===== src/rtl/score_pkg.sv =====
`default_nettype none
// ============================================================================
// Module      : score_pkg
// Description : Shared types and constants for the score binary-to-BCD path.
// Revision    : 1.0 - initial release
// ============================================================================
package score_pkg;

    typedef enum logic [1:0] {
        ST_IDLE  = 2'd0,
        ST_SHIFT = 2'd1,
        ST_DONE  = 2'd2
    } state_t;

    localparam logic [3:0] BLANK_CODE  = 4'hF;
    localparam int         MAX_DISPLAY = 99;

    // Double-dabble correction of one BCD nibble ahead of the left shift.
    function automatic logic [3:0] dabble_nibble(input logic [3:0] nib);
        return (nib >= 4'd5) ? (nib + 4'd3) : nib;
    endfunction

endpackage
`default_nettype wire


===== src/rtl/bcd_dabble_step.sv =====
`default_nettype none
// ============================================================================
// Module      : bcd_dabble_step
// Description : Combinational add-3 correction of a 3-digit BCD scratch.
// Revision    : 1.0 - initial release
// ============================================================================
module bcd_dabble_step
    import score_pkg::*;
(
    input  logic [11:0] scratch,
    output logic [11:0] corrected
);

    for (genvar i = 0; i < 3; i++) begin : g_nib
        assign corrected[4*i +: 4] = dabble_nibble(scratch[4*i +: 4]);
    end

endmodule
`default_nettype wire


===== src/rtl/score_bcd_conv.sv =====
`default_nettype none
// ============================================================================
// Module      : score_bcd_conv
// Description : Sequential double-dabble converter driving a two-digit display.
// Revision    : 1.0 - initial release
// ============================================================================
module score_bcd_conv
    import score_pkg::*;
#(
    parameter int IN_W     = 7,
    parameter int BLANK_LZ = 1
) (
    input  logic            clk,
    input  logic            reset,
    input  logic            in_valid,
    output logic            in_ready,
    input  logic [IN_W-1:0] bin_in,
    output logic            out_valid,
    output logic [3:0]      num_ten,
    output logic [3:0]      num_one,
    output logic            ovf
);

    localparam int CNT_W = $clog2(IN_W + 1);

    state_t            r_state;
    state_t            w_next_state;
    logic [IN_W-1:0]   r_bin;
    logic [11:0]       r_scratch;
    logic [11:0]       w_corrected;
    logic [CNT_W-1:0]  r_cnt;
    logic              r_lost;
    logic              r_out_valid;
    logic [3:0]        r_num_ten;
    logic [3:0]        r_num_one;
    logic              r_ovf;

    logic              w_over;
    logic [3:0]        w_ten;
    logic [3:0]        w_one;

    bcd_dabble_step u_step (
        .scratch   (w_corrected_src()),
        .corrected (w_corrected)
    );

    function automatic logic [11:0] w_corrected_src();
        return r_scratch;
    endfunction

    always_comb begin
        w_next_state = r_state;
        case (r_state)
            ST_IDLE:  if (in_valid)                w_next_state = ST_SHIFT;
            ST_SHIFT: if (r_cnt == CNT_W'(1))      w_next_state = ST_DONE;
            ST_DONE:  if (r_out_valid)             w_next_state = ST_IDLE;
            default:                               w_next_state = ST_IDLE;
        endcase
    end

    always_ff @(posedge clk) begin
        if (reset) begin
            r_state <= ST_IDLE;
        end else begin
            r_state <= w_next_state;
        end
    end

    // r_lost remembers a digit carried past the hundreds nibble (value >= 1000).
    always_comb begin
        w_over = r_lost || (r_scratch[11:8] != 4'd0);
        w_one  = BLANK_CODE;
        w_ten  = BLANK_CODE;
        if (!w_over) begin
            w_one = r_scratch[3:0];
            if ((BLANK_LZ != 0) && (r_scratch[7:4] == 4'd0)) begin
                w_ten = BLANK_CODE;
            end else begin
                w_ten = r_scratch[7:4];
            end
        end
    end

    always_ff @(posedge clk) begin
        if (reset) begin
            r_bin       <= '0;
            r_scratch   <= '0;
            r_cnt       <= '0;
            r_lost      <= 1'b0;
            r_out_valid <= 1'b0;
            r_num_ten   <= BLANK_CODE;
            r_num_one   <= BLANK_CODE;
            r_ovf       <= 1'b0;
        end else begin
            case (r_state)
                ST_IDLE: begin
                    r_out_valid <= 1'b0;
                    if (in_valid) begin
                        r_bin     <= bin_in;
                        r_scratch <= '0;
                        r_cnt     <= CNT_W'(IN_W);
                        r_lost    <= 1'b0;
                    end
                end
                ST_SHIFT: begin
                    r_scratch <= {w_corrected[10:0], r_bin[IN_W-1]};
                    r_lost    <= r_lost | w_corrected[11];
                    r_bin     <= {r_bin[IN_W-2:0], 1'b0};
                    r_cnt     <= r_cnt - CNT_W'(1);
                end
                ST_DONE: begin
                    // First DONE edge publishes the result, second one closes the pulse.
                    if (!r_out_valid) begin
                        r_out_valid <= 1'b1;
                        r_num_ten   <= w_ten;
                        r_num_one   <= w_one;
                        r_ovf       <= w_over;
                    end else begin
                        r_out_valid <= 1'b0;
                    end
                end
                default: r_out_valid <= 1'b0;
            endcase
        end
    end

    assign in_ready  = (r_state == ST_IDLE);
    assign out_valid = r_out_valid;
    assign num_ten   = r_num_ten;
    assign num_one   = r_num_one;
    assign ovf       = r_ovf;

endmodule
`default_nettype wire


===== config.mk =====
export PLATFORM = sky130hd
export DESIGN_NAME = score_bcd_conv
export DESIGN_NICKNAME = d
export VERILOG_FILES = /design/src/rtl/score_pkg.sv /design/src/rtl/bcd_dabble_step.sv /design/src/rtl/score_bcd_conv.sv
export SDC_FILE = /design/constraint.sdc
export NUM_CORES = 1
export LEC_CHECK = 0
export ABC_AREA = 1
export BUFFER_PORTS_ARGS = -buffer_cell sky130_fd_sc_hd__buf_4
export CORE_ASPECT_RATIO = 0.9
export CORE_MARGIN = 3
export CORE_UTILIZATION = 42
export DETAILED_ROUTE_END_ITERATION = 10
export PLACE_DENSITY = 0.66
export SETUP_SLACK_MARGIN = 0.4
export SYNTH_ARGS = -nofsm -noshare
export SYNTH_HDL_FRONTEND = slang
export SYNTH_HIERARCHICAL = 1
export SYNTH_SLANG_ARGS = --single-unit

===== constraint.sdc =====
create_clock -name clk -period 1.8 [get_ports clk]
set_input_delay 0.36 -clock clk [delete_from_list [all_inputs] [get_ports clk]]
set_output_delay 0.36 -clock clk [all_outputs]
set_load 0.02 [all_outputs]

==> impl_metrics.env, run 1 <==
export IMPL_rsz0062_at_grt="true"
export IMPL_overflow=0
export IMPL_worstPathRequired_ps=2010
export IMPL_hold_slack_ps=333
export IMPL_hold_viol=0
export IMPL_p_sw_mw=0.416
export IMPL_synth_nets=286
export IMPL_die_area_um2=5180
export IMPL_wire_per_inst_um=10.7
export IMPL_cp_max_fo=7
export IMPL_sw_frac_of_total_pct=26.2
export IMPL_fin_cells=339
export IMPL_yosysTopAreaCell="dfxtp_1"
export IMPL_synth_edf_count=0
export IMPL_period_share_pct=74.1
export IMPL_antenna_left=0
export IMPL_yosysUniqueCellTypes=25
export IMPL_status="completed"
export IMPL_n_antenna_cell=0
export IMPL_yosysWarnings=6
export IMPL_power_frac_comb_pct=12.7
export IMPL_std_cell_rows=22
export IMPL_drt_vias_per_instance=4.75
export IMPL_drv_slew=0
export IMPL_dp_final_hpwl_um=2470
export IMPL_crit_arrival_ps=1550
export IMPL_start_util_pct=44.2
export IMPL_p_seq_share_pct=51.5
export IMPL_final_setup_viol_count=0
export IMPL_ctsHoldBuffers=0
export IMPL_p_per_area_nw_per_um2=748
export IMPL_final_util_pct=51.5
export IMPL_ys_top_cells_by_count="nand2_1 (74), dfxtp_1 (35), inv_1 (31)"
export IMPL_finClkSkew_ps=6.36
export IMPL_ioPinCount=21
export IMPL_end_kind="flop"
export IMPL_netlist_instances=268
export IMPL_grt_pass1_wl_um=6160
export IMPL_drtIter0Drc=61
export IMPL_cts_tree="yes"
export IMPL_syn_area_per_cell_um2=6.82
export IMPL_cts_buffers=5
export IMPL_synth_top_area_share_pct=38.4
export IMPL_vias=1609
export IMPL_place_gp_congestion=0.801
export IMPL_die_w_um=75.5
export IMPL_port_buffers=20
export IMPL_crit_type="flop to flop"
export IMPL_drc=0
export IMPL_ys_seq_elements=35
export IMPL_die_h_um=68.6
export IMPL_synthTopCellsByArea="dfxtp_1 (38%), nand2_1 (15%), a21oi_1 (8.2%), nand3_1 (6.8%), inv_1 (6.4%)"
export IMPL_grt_pass1_vias=1387
export IMPL_clockBufferDepth=2
export IMPL_routed_wl_um=3630
export IMPL_dp_cells=330
export IMPL_clockPowerShare_pct=35.9
export IMPL_p_leak_nw=0.880
export IMPL_track_usage_pct=15.5
export IMPL_htreeDepth=2
export IMPL_ys_seq_area_share_pct=38.4
export IMPL_final_layout_size_suffix_gt1_share_pct=21.0
export IMPL_cp_start_kind="flop"
export IMPL_syn_to_final_growth_pct=16.4
export IMPL_cts_root_buf="clkbuf_8"
export IMPL_tns_ps=0
export IMPL_worst_pin_slew_ps=330
export IMPL_final_nets=309
export IMPL_n_fill_cell=427
export IMPL_ys_async_sr_fraction_pct=0
export IMPL_slew_headroom_pct=78.0
export IMPL_clkTransAtPathRegs_ps=70
export IMPL_syn_cell_area_um2=1830
export IMPL_cts_sinks=35
export IMPL_p_int_mw=1.18
export IMPL_grt_max_degree=31
export IMPL_drt_pass1_iter_count=4
export IMPL_core_area_um2=4130
export IMPL_synth_ff_type="dfxtp_1"
export IMPL_antenna_found_initial=0
export IMPL_timing_fmax_ghz=0.750
export IMPL_synth_most_common_cell="nand2_1"
export IMPL_insertion_delay_ps=280
export IMPL_layout_min_cycle_time_ps=1330
export IMPL_peakVddDrop_mv=0.425
export IMPL_cap_violations=0
export IMPL_hp_class="input pin to flop"
==> kinds of logic (layout without fill, tap and decap cells) <==
logic type	count (synthesis)	count (layout)	share of synthesized area, %
AO/OA/AOI/OAI	48	48	14.1
flip-flops	35	35	38.4
AND/OR/NAND/NOR	132	132	31.3
buffers and inverters	45	68	10.8
adder cells (fa/ha/maj)	8	8	5.48
==> final timing paths <==
kind                      from           end  slack, ps  cells after the start
setup / recovery  r_scratch[4]  r_scratch[8]        470                      8
hold / removal       bin_in[0]      r_bin[0]        330                      3
setup reg to reg  r_scratch[4]  r_scratch[8]        470                      8
hold reg to reg         r_lost        r_lost        460                      2
==> stage by stage <==
step	power, mW	setup slack [ps]	instance area (um2)
after detailed placement	1.03	415	2000
after global placement	1.03	409	2000
final	1.59	466	2130
after floorplan	0.982	554	1830
after CTS	1.63	419	2100
after global routing	1.67	352	2130
==> cells in the final DEF (no fill, tap or decap), drive strengths merged <==
cell type	count
nor2	26
clkbuf	6
o21ai	16
nand4	1
a21oi	31
clkinv	3
nand3	25
ha	8
inv	35
o21a	1
dfxtp	35
nand2	80
buf	24
==> layout make-up <==
type                       count  area (um2)  area share, %
timing repair buffer          24         180           8.47
tap                           48        60.1           2.82
sequential                    35         714           33.6
multi-input combinational    188         941           44.2
inverter                      37         144           6.76
clock buffer                   6        82.6           3.88
clock inverter                 1        5.00          0.235
==> critical path: stages, from the launching register on <==
cell and delay, ps:
dfxtp_4 380, inv_1 70, ha_2 210, nor2_4 130
nor2_4 60, buf_4 130, a21oi_2 90, nand2_1 60
a21oi_1 140
==> power groups by stage <==
| stage | combinational, mW | sequential (mW) | clock (mW) |
|---|---|---|---|
| after floorplan | 0.142 | 0.841 | 0 |
| after global placement | 0.194 | 0.837 | 0 |
| after detailed placement | 0.195 | 0.837 | 0 |
| after CTS | 0.203 | 0.821 | 0.606 |
| after global routing | 0.227 | 0.821 | 0.627 |
| final | 0.202 | 0.819 | 0.571 |
==> per-layer routing <==
layer  up-vias  wire length [um]  track usage, %
li1        893                 -               -
met1       700              1920            20.4
met2        12              1590            24.4
met3         4                83            3.48
met4         0                38            6.77
met5         -                 0               0
==> flip-flops by register name, indices dropped and copies added, names as in the netlist, 2 cells and up <==
register,count
num_ten,4
r_state,2
r_cnt,3
r_bin,7
num_one,4
r_scratch,12
==> what timing repair did <==
item | in CTS | in global routing
setup endpoints to repair | 3 | 10
setup buffers | 1 | 1
pin swaps | 1 | 3
gates resized for setup | 2 | 13
No activity file was read; power rests on OpenSTA's default activity.
==> run 2, diff against run 1 <==
- PLACE_DENSITY: 0.66 -> 0.68
- clock period: 1.8 -> 1.1 ns (I/O delays scaled with it)
==> run 2 against run 1 <==
The run now ends with setup timing left. Worst setup slack lost 610 ps. Utilization is 24 points higher. Sequential power rose by 64%. Die area is the same. Sequential cell count unchanged. Critical endpoint is now in_ready. Largest cell class unchanged.
==> impl_metrics.env, run 2 (synthesized netlist as in run 1, its figures left out) <==
export IMPL_status="finished, violations left"
export IMPL_violations="setup timing"
export IMPL_grt_pass1_vias=1798
export IMPL_syn_to_final_growth_pct=71.1
export IMPL_layout_common_cells="nand2_1 (63), buf_4 (39), buf_6 (24)"
export IMPL_largest_reg_flops=12
export IMPL_antenna_left=0
export IMPL_die_area_um2=5180
export IMPL_dp_final_hpwl_um=2870
export IMPL_fin_cells=387
export IMPL_final_nets=356
export IMPL_place_gp_congestion=0.803
export IMPL_overflow=0
export IMPL_cp_start_kind="flop"
export IMPL_wire_per_inst_um=14.2
export IMPL_sw_frac_of_total_pct=29.3
export IMPL_htreeDepth=2
export IMPL_hold_viol=0
export IMPL_cts_tree="yes"
export IMPL_cts_sinks=35
export IMPL_p_int_mw=2.09
export IMPL_slew_headroom_pct=77.6
export IMPL_p_per_area_nw_per_um2=947
export IMPL_drt_vias_per_instance=5.20
export IMPL_hold_slack_ps=206
export IMPL_std_cell_rows=22
export IMPL_port_buffers=20
export IMPL_power_frac_comb_pct=21.8
export IMPL_end_kind="primary output"
export IMPL_grt_pass1_wl_um=7890
export IMPL_drv_slew=0
export IMPL_start_util_pct=44.2
export IMPL_p_seq_share_pct=45.3
export IMPL_final_setup_viol_count=23
export IMPL_clockBufferDepth=2
export IMPL_routed_wl_um=5500
export IMPL_timing_fmax_ghz=0.805
export IMPL_cp_max_fo=2
export IMPL_p_leak_nw=1.23
export IMPL_die_h_um=68.6
export IMPL_worst_pin_slew_ps=335
export IMPL_worstPathRequired_ps=880
export IMPL_cts_root_buf="clkbuf_8"
export IMPL_ioPinCount=21
export IMPL_vias=2014
export IMPL_layout_min_cycle_time_ps=1240
export IMPL_drc=0
export IMPL_dr_wl_met2_um=2810
export IMPL_power_mw=2.96
export IMPL_regMostFlops="r_scratch"
export IMPL_clockPowerShare_pct=32.9
export IMPL_period_share_pct=113
export IMPL_top_regs="r_scratch (12), r_bin (7)"
export IMPL_p_sw_mw=0.866
export IMPL_antenna_found_initial=0
export IMPL_drt_pass1_iter_count=4
export IMPL_rsz0062_at_grt="true"
export IMPL_insertion_delay_ps=290
export IMPL_ctsHoldBuffers=0
export IMPL_cap_violations=0
export IMPL_crit_arrival_ps=1020
export IMPL_met3_wirelength_um=235
export IMPL_peakVddDrop_mv=0.727
export IMPL_track_usage_pct=20.1
export IMPL_clkTransAtPathRegs_ps=70
export IMPL_final_layout_size_suffix_gt1_share_pct=55.5
export IMPL_hp_class="input pin to flop"
export IMPL_worst_slack_ps=-142
export IMPL_finClkSkew_ps=5.91
export IMPL_wirelength_met1_um=2300
export IMPL_dp_cells=353
export IMPL_n_antenna_cell=0
export IMPL_cts_buffers=5
export IMPL_crit_type="flop to primary output"
export IMPL_layout_commonest_cell="nand2_1"
export IMPL_tns_ps=-1270
export IMPL_core_area_um2=4130
export IMPL_die_w_um=75.5
export IMPL_drtIter0Drc=134
export IMPL_grt_max_degree=19
export IMPL_topRoutingLayerUsed="met4"
## run 2: what timing repair did
action                                  CTS  global route
setup buffers                            17             3
endpoints found under the setup margin   46            46
pin swaps                                25            29
resized for setup                        68            60
cloned                                    5             1
## run 2: critical path: stages, from the launching register on
cell and delay (ps):
dfxtp_4 350, buf_6 110, nor2_4 130, buf_6 130
## run 2: metrics by stage
step / util (%) / worst slack [ps] / cell area [um2]
6_report: 75.7 / -142 / 3130
2_1_floorplan: - / -46.6 / 1980
3_3_place_gp: 56.6 / -82.4 / 2340
5_1_grt: 75.7 / -176 / 3130
4_1_cts: 69.8 / -125 / 2880
3_5_place_dp: 56.6 / -106 / 2340
## run 2: final cells by class
type / count / area (um2)
flip-flops and latches: 35 / 739
well taps: 48 / 60.1
fillers: 282 / 1000
clock buffers: 7 / 86.3
inverters: 37 / 204
repair buffers: 66 / 631
multi-input cells: 189 / 1360
repair inverters: 4 / 45.0
clock inverters: 1 / 5.00
## run 2: routing by layer
| metal | global-route usage, % | vias to the layer above |
|---|---|---|
| li1 | - | 1002 |
| met1 | 25.6 | 957 |
| met2 | 33.9 | 43 |
| met3 | 4.49 | 12 |
| met4 | 6.11 | 0 |
| met5 | 0 | - |
## run 2: power by group through the flow
stage | combinational (mW) | sequential [mW] | clock (mW)
detailed placement | 0.388 | 1.37 | 0
CTS | 0.527 | 1.33 | 0.993
global placement | 0.384 | 1.36 | 0
floorplan | 0.259 | 1.37 | 0
global route | 0.697 | 1.34 | 1.05
finish | 0.646 | 1.34 | 0.973
## run 2: final timing paths
kind	from	to	slack [ps]	cells past startpoint
min	bin_in[0]	r_bin[0]	210	3
max reg2reg	r_scratch[5]	r_scratch[6]	-90	9
max	r_state[0]	in_ready	-140	3
min reg2reg	r_bin[0]	r_bin[0]	480	2
==> run 3, diff against run 2 <==
- CELL_PAD_IN_SITES_DETAIL_PLACEMENT: not set -> 0
- CELL_PAD_IN_SITES_GLOBAL_PLACEMENT: not set -> 1
- CORE_UTILIZATION: 42 -> 37
- PLACE_DENSITY: 0.68 -> 0.8
==> run 3 against run 2 <==
The flow still finishes with violations (setup timing). Clock power increased by 7%. Clock-buffer cell count did not move. Sequential share of layout area rose by 1.7 points. Largest cell class unchanged. Total power is 2.1% lower.
==> impl_metrics.env, run 3 (synthesized netlist as in run 1, its figures left out) <==
export IMPL_cpPeakStageDelay_ps=370
export IMPL_crit_arrival_ps=990
export IMPL_insertion_delay_ps=290
export IMPL_r2r_end="r_scratch[5]"
export IMPL_worst_slack_ps=-115
export IMPL_final_util_pct=63.2
export IMPL_crit_type="flop to primary output"
export IMPL_clockBufferDepth=2
export IMPL_port_buffers=20
export IMPL_start_util_pct=39.7
export IMPL_layout_commonest_cell="nand2_1"
export IMPL_routed_wl_um=4740
export IMPL_drc=0
export IMPL_n_antenna_cell=0
export IMPL_slew_headroom_pct=79.3
export IMPL_cp_max_fo=2
export IMPL_rsz0062_at_grt="true"
export IMPL_critPathTopFamily="flip-flops"
export IMPL_seqCellArea_um2=737
export IMPL_worst_pin_slew_ps=309
export IMPL_drt_pass1_iter_count=4
export IMPL_p_per_area_nw_per_um2=996
export IMPL_hold_viol=0
export IMPL_cts_sinks=35
export IMPL_syn_to_final_growth_pct=59.2
export IMPL_vias=1841
export IMPL_grt_pass1_wl_um=8110
export IMPL_timing_fmax_ghz=0.823
export IMPL_cp_slowest_cell="dfxtp_4"
export IMPL_die_h_um=72.7
export IMPL_end_kind="primary output"
export IMPL_wire_per_inst_um=12.1
export IMPL_reg2reg_from="r_scratch[5]"
export IMPL_period_share_pct=110
export IMPL_worstPathRequired_ps=880
export IMPL_layout_common_cells="nand2_1 (66), buf_4 (37), nand3_1 (22)"
export IMPL_final_nets=345
export IMPL_holdPathStages=3
export IMPL_n_fill_cell=415
export IMPL_power_mw=2.90
export IMPL_top_regs="r_scratch (12), r_bin (7)"
export IMPL_place_gp_congestion=0.794
export IMPL_drtIter0Drc=70
export IMPL_core_area_um2=4600
export IMPL_crit_path_frequent_cell="buf_6"
export IMPL_r2r_slack_ps=-100
export IMPL_cp_start_kind="flop"
export IMPL_drv_slew=0
export IMPL_die_w_um=80.1
export IMPL_die_area_um2=5820
export IMPL_antenna_left=0
export IMPL_place_ws_ps=-90.2
export IMPL_final_setup_viol_count=11
export IMPL_worst_path_buf_inv=2
export IMPL_r2r_cells=9
export IMPL_peakVddDrop_mv=0.916
export IMPL_cp_cell_sequence="buf_6 > nor2_4 > buf_6"
export IMPL_multi_input_area_um2=1230
export IMPL_htreeDepth=2
export IMPL_cts_root_buf="clkbuf_8"
export IMPL_status="finished, violations left"
export IMPL_min_delay_start="bin_in[0]"
export IMPL_violations="setup timing"
export IMPL_grt_pass1_vias=1857
export IMPL_regMostFlops="r_scratch"
export IMPL_final_layout_size_suffix_gt1_share_pct=49.7
export IMPL_dp_final_hpwl_um=2960
export IMPL_overflow=0
export IMPL_ioPinCount=21
export IMPL_layout_min_cycle_time_ps=1210
export IMPL_clkTransAtPathRegs_ps=80
export IMPL_largest_reg_flops=12
export IMPL_cts_tree="yes"
export IMPL_std_cell_rows=23
export IMPL_antenna_found_initial=0
export IMPL_cts_buffers=5
export IMPL_finClkSkew_ps=9.69
export IMPL_hold_end="r_bin[0]"
export IMPL_p_leak_nw=1.19
export IMPL_cap_violations=0
export IMPL_track_usage_pct=17.3
export IMPL_hp_class="input pin to flop"
export IMPL_grt_max_degree=19
export IMPL_drt_vias_per_instance=4.72
==> run 3: cell types whose count changed in the layout (fill, tap and decap cells not counted), sizes merged <==
| cell | change |
|---|---|
| buf | -9 |
| clkinvlp | +1 |
| inv | -3 |
==> run 3: power breakdown <==
group          switching (mW)  internal [mW]
Combinational           0.285          0.224
Sequential             0.0372           1.31
Clock                   0.474          0.570
Total                   0.796           2.10
==> run 3: how the worst max path moves through the flow <==
stage,end,slack [ps],depth (start not counted),start
final,in_ready,-110,3,r_state[1]
after global routing,r_scratch[5],-200,9,r_scratch[5]
after CTS,in_ready,-100,3,r_state[1]
after detailed placement,r_scratch[10],-90,9,r_scratch[8]
after global placement,r_scratch[9],-80,9,r_scratch[8]
after floorplan,r_scratch[6],-50,9,r_scratch[5]
==> run 3: cell type report <==
cell class	instances	share of cell area (%)
clock buffer	7	3.31
timing repair inverter	2	0.602
sequential	35	25.3
clock inverter	1	0.258
tap	62	2.67
multi-input combinational	189	42.3
inverter	37	7.01
timing repair buffer	57	18.5
==> run 3: stage by stage <==
step	cells	setup TNS [ps]	area [um2]	hold slack [ps]
final	390	-742	2910	181
after global routing	390	-2410	2910	176
after CTS	382	-622	2730	170
after detailed placement	361	-846	2310	448
after global placement	361	-732	2310	444
after floorplan	268	-145	1980	363
==> run 3: metal layers <==
layer,up-vias,track usage [%],share of wire (%)
met5,-,0,0
met4,0,6.57,1.5
met3,6,2.96,2.2
met2,17,28.2,48
met1,850,23.0,49
li1,968,-,-
==> run 3: repair_timing <==
item,4_1_cts,5_1_grt
pin swaps,24,14
hold buffers,0,0
setup buffers,10,7
cloned,3,1
endpoints found under the setup margin,46,46
resized for setup,53,35
==> run 3: worst register-to-register path, cell delays in order, from the launching register on <==
cell and delay, ps:
dfxtp_2 350, inv_4 50, ha_4 150, nand2_2 60, nand2_2 70, nor2_4 170
nand2_1 70, nand2_1 70, nand2_2 50, a21oi_2 100
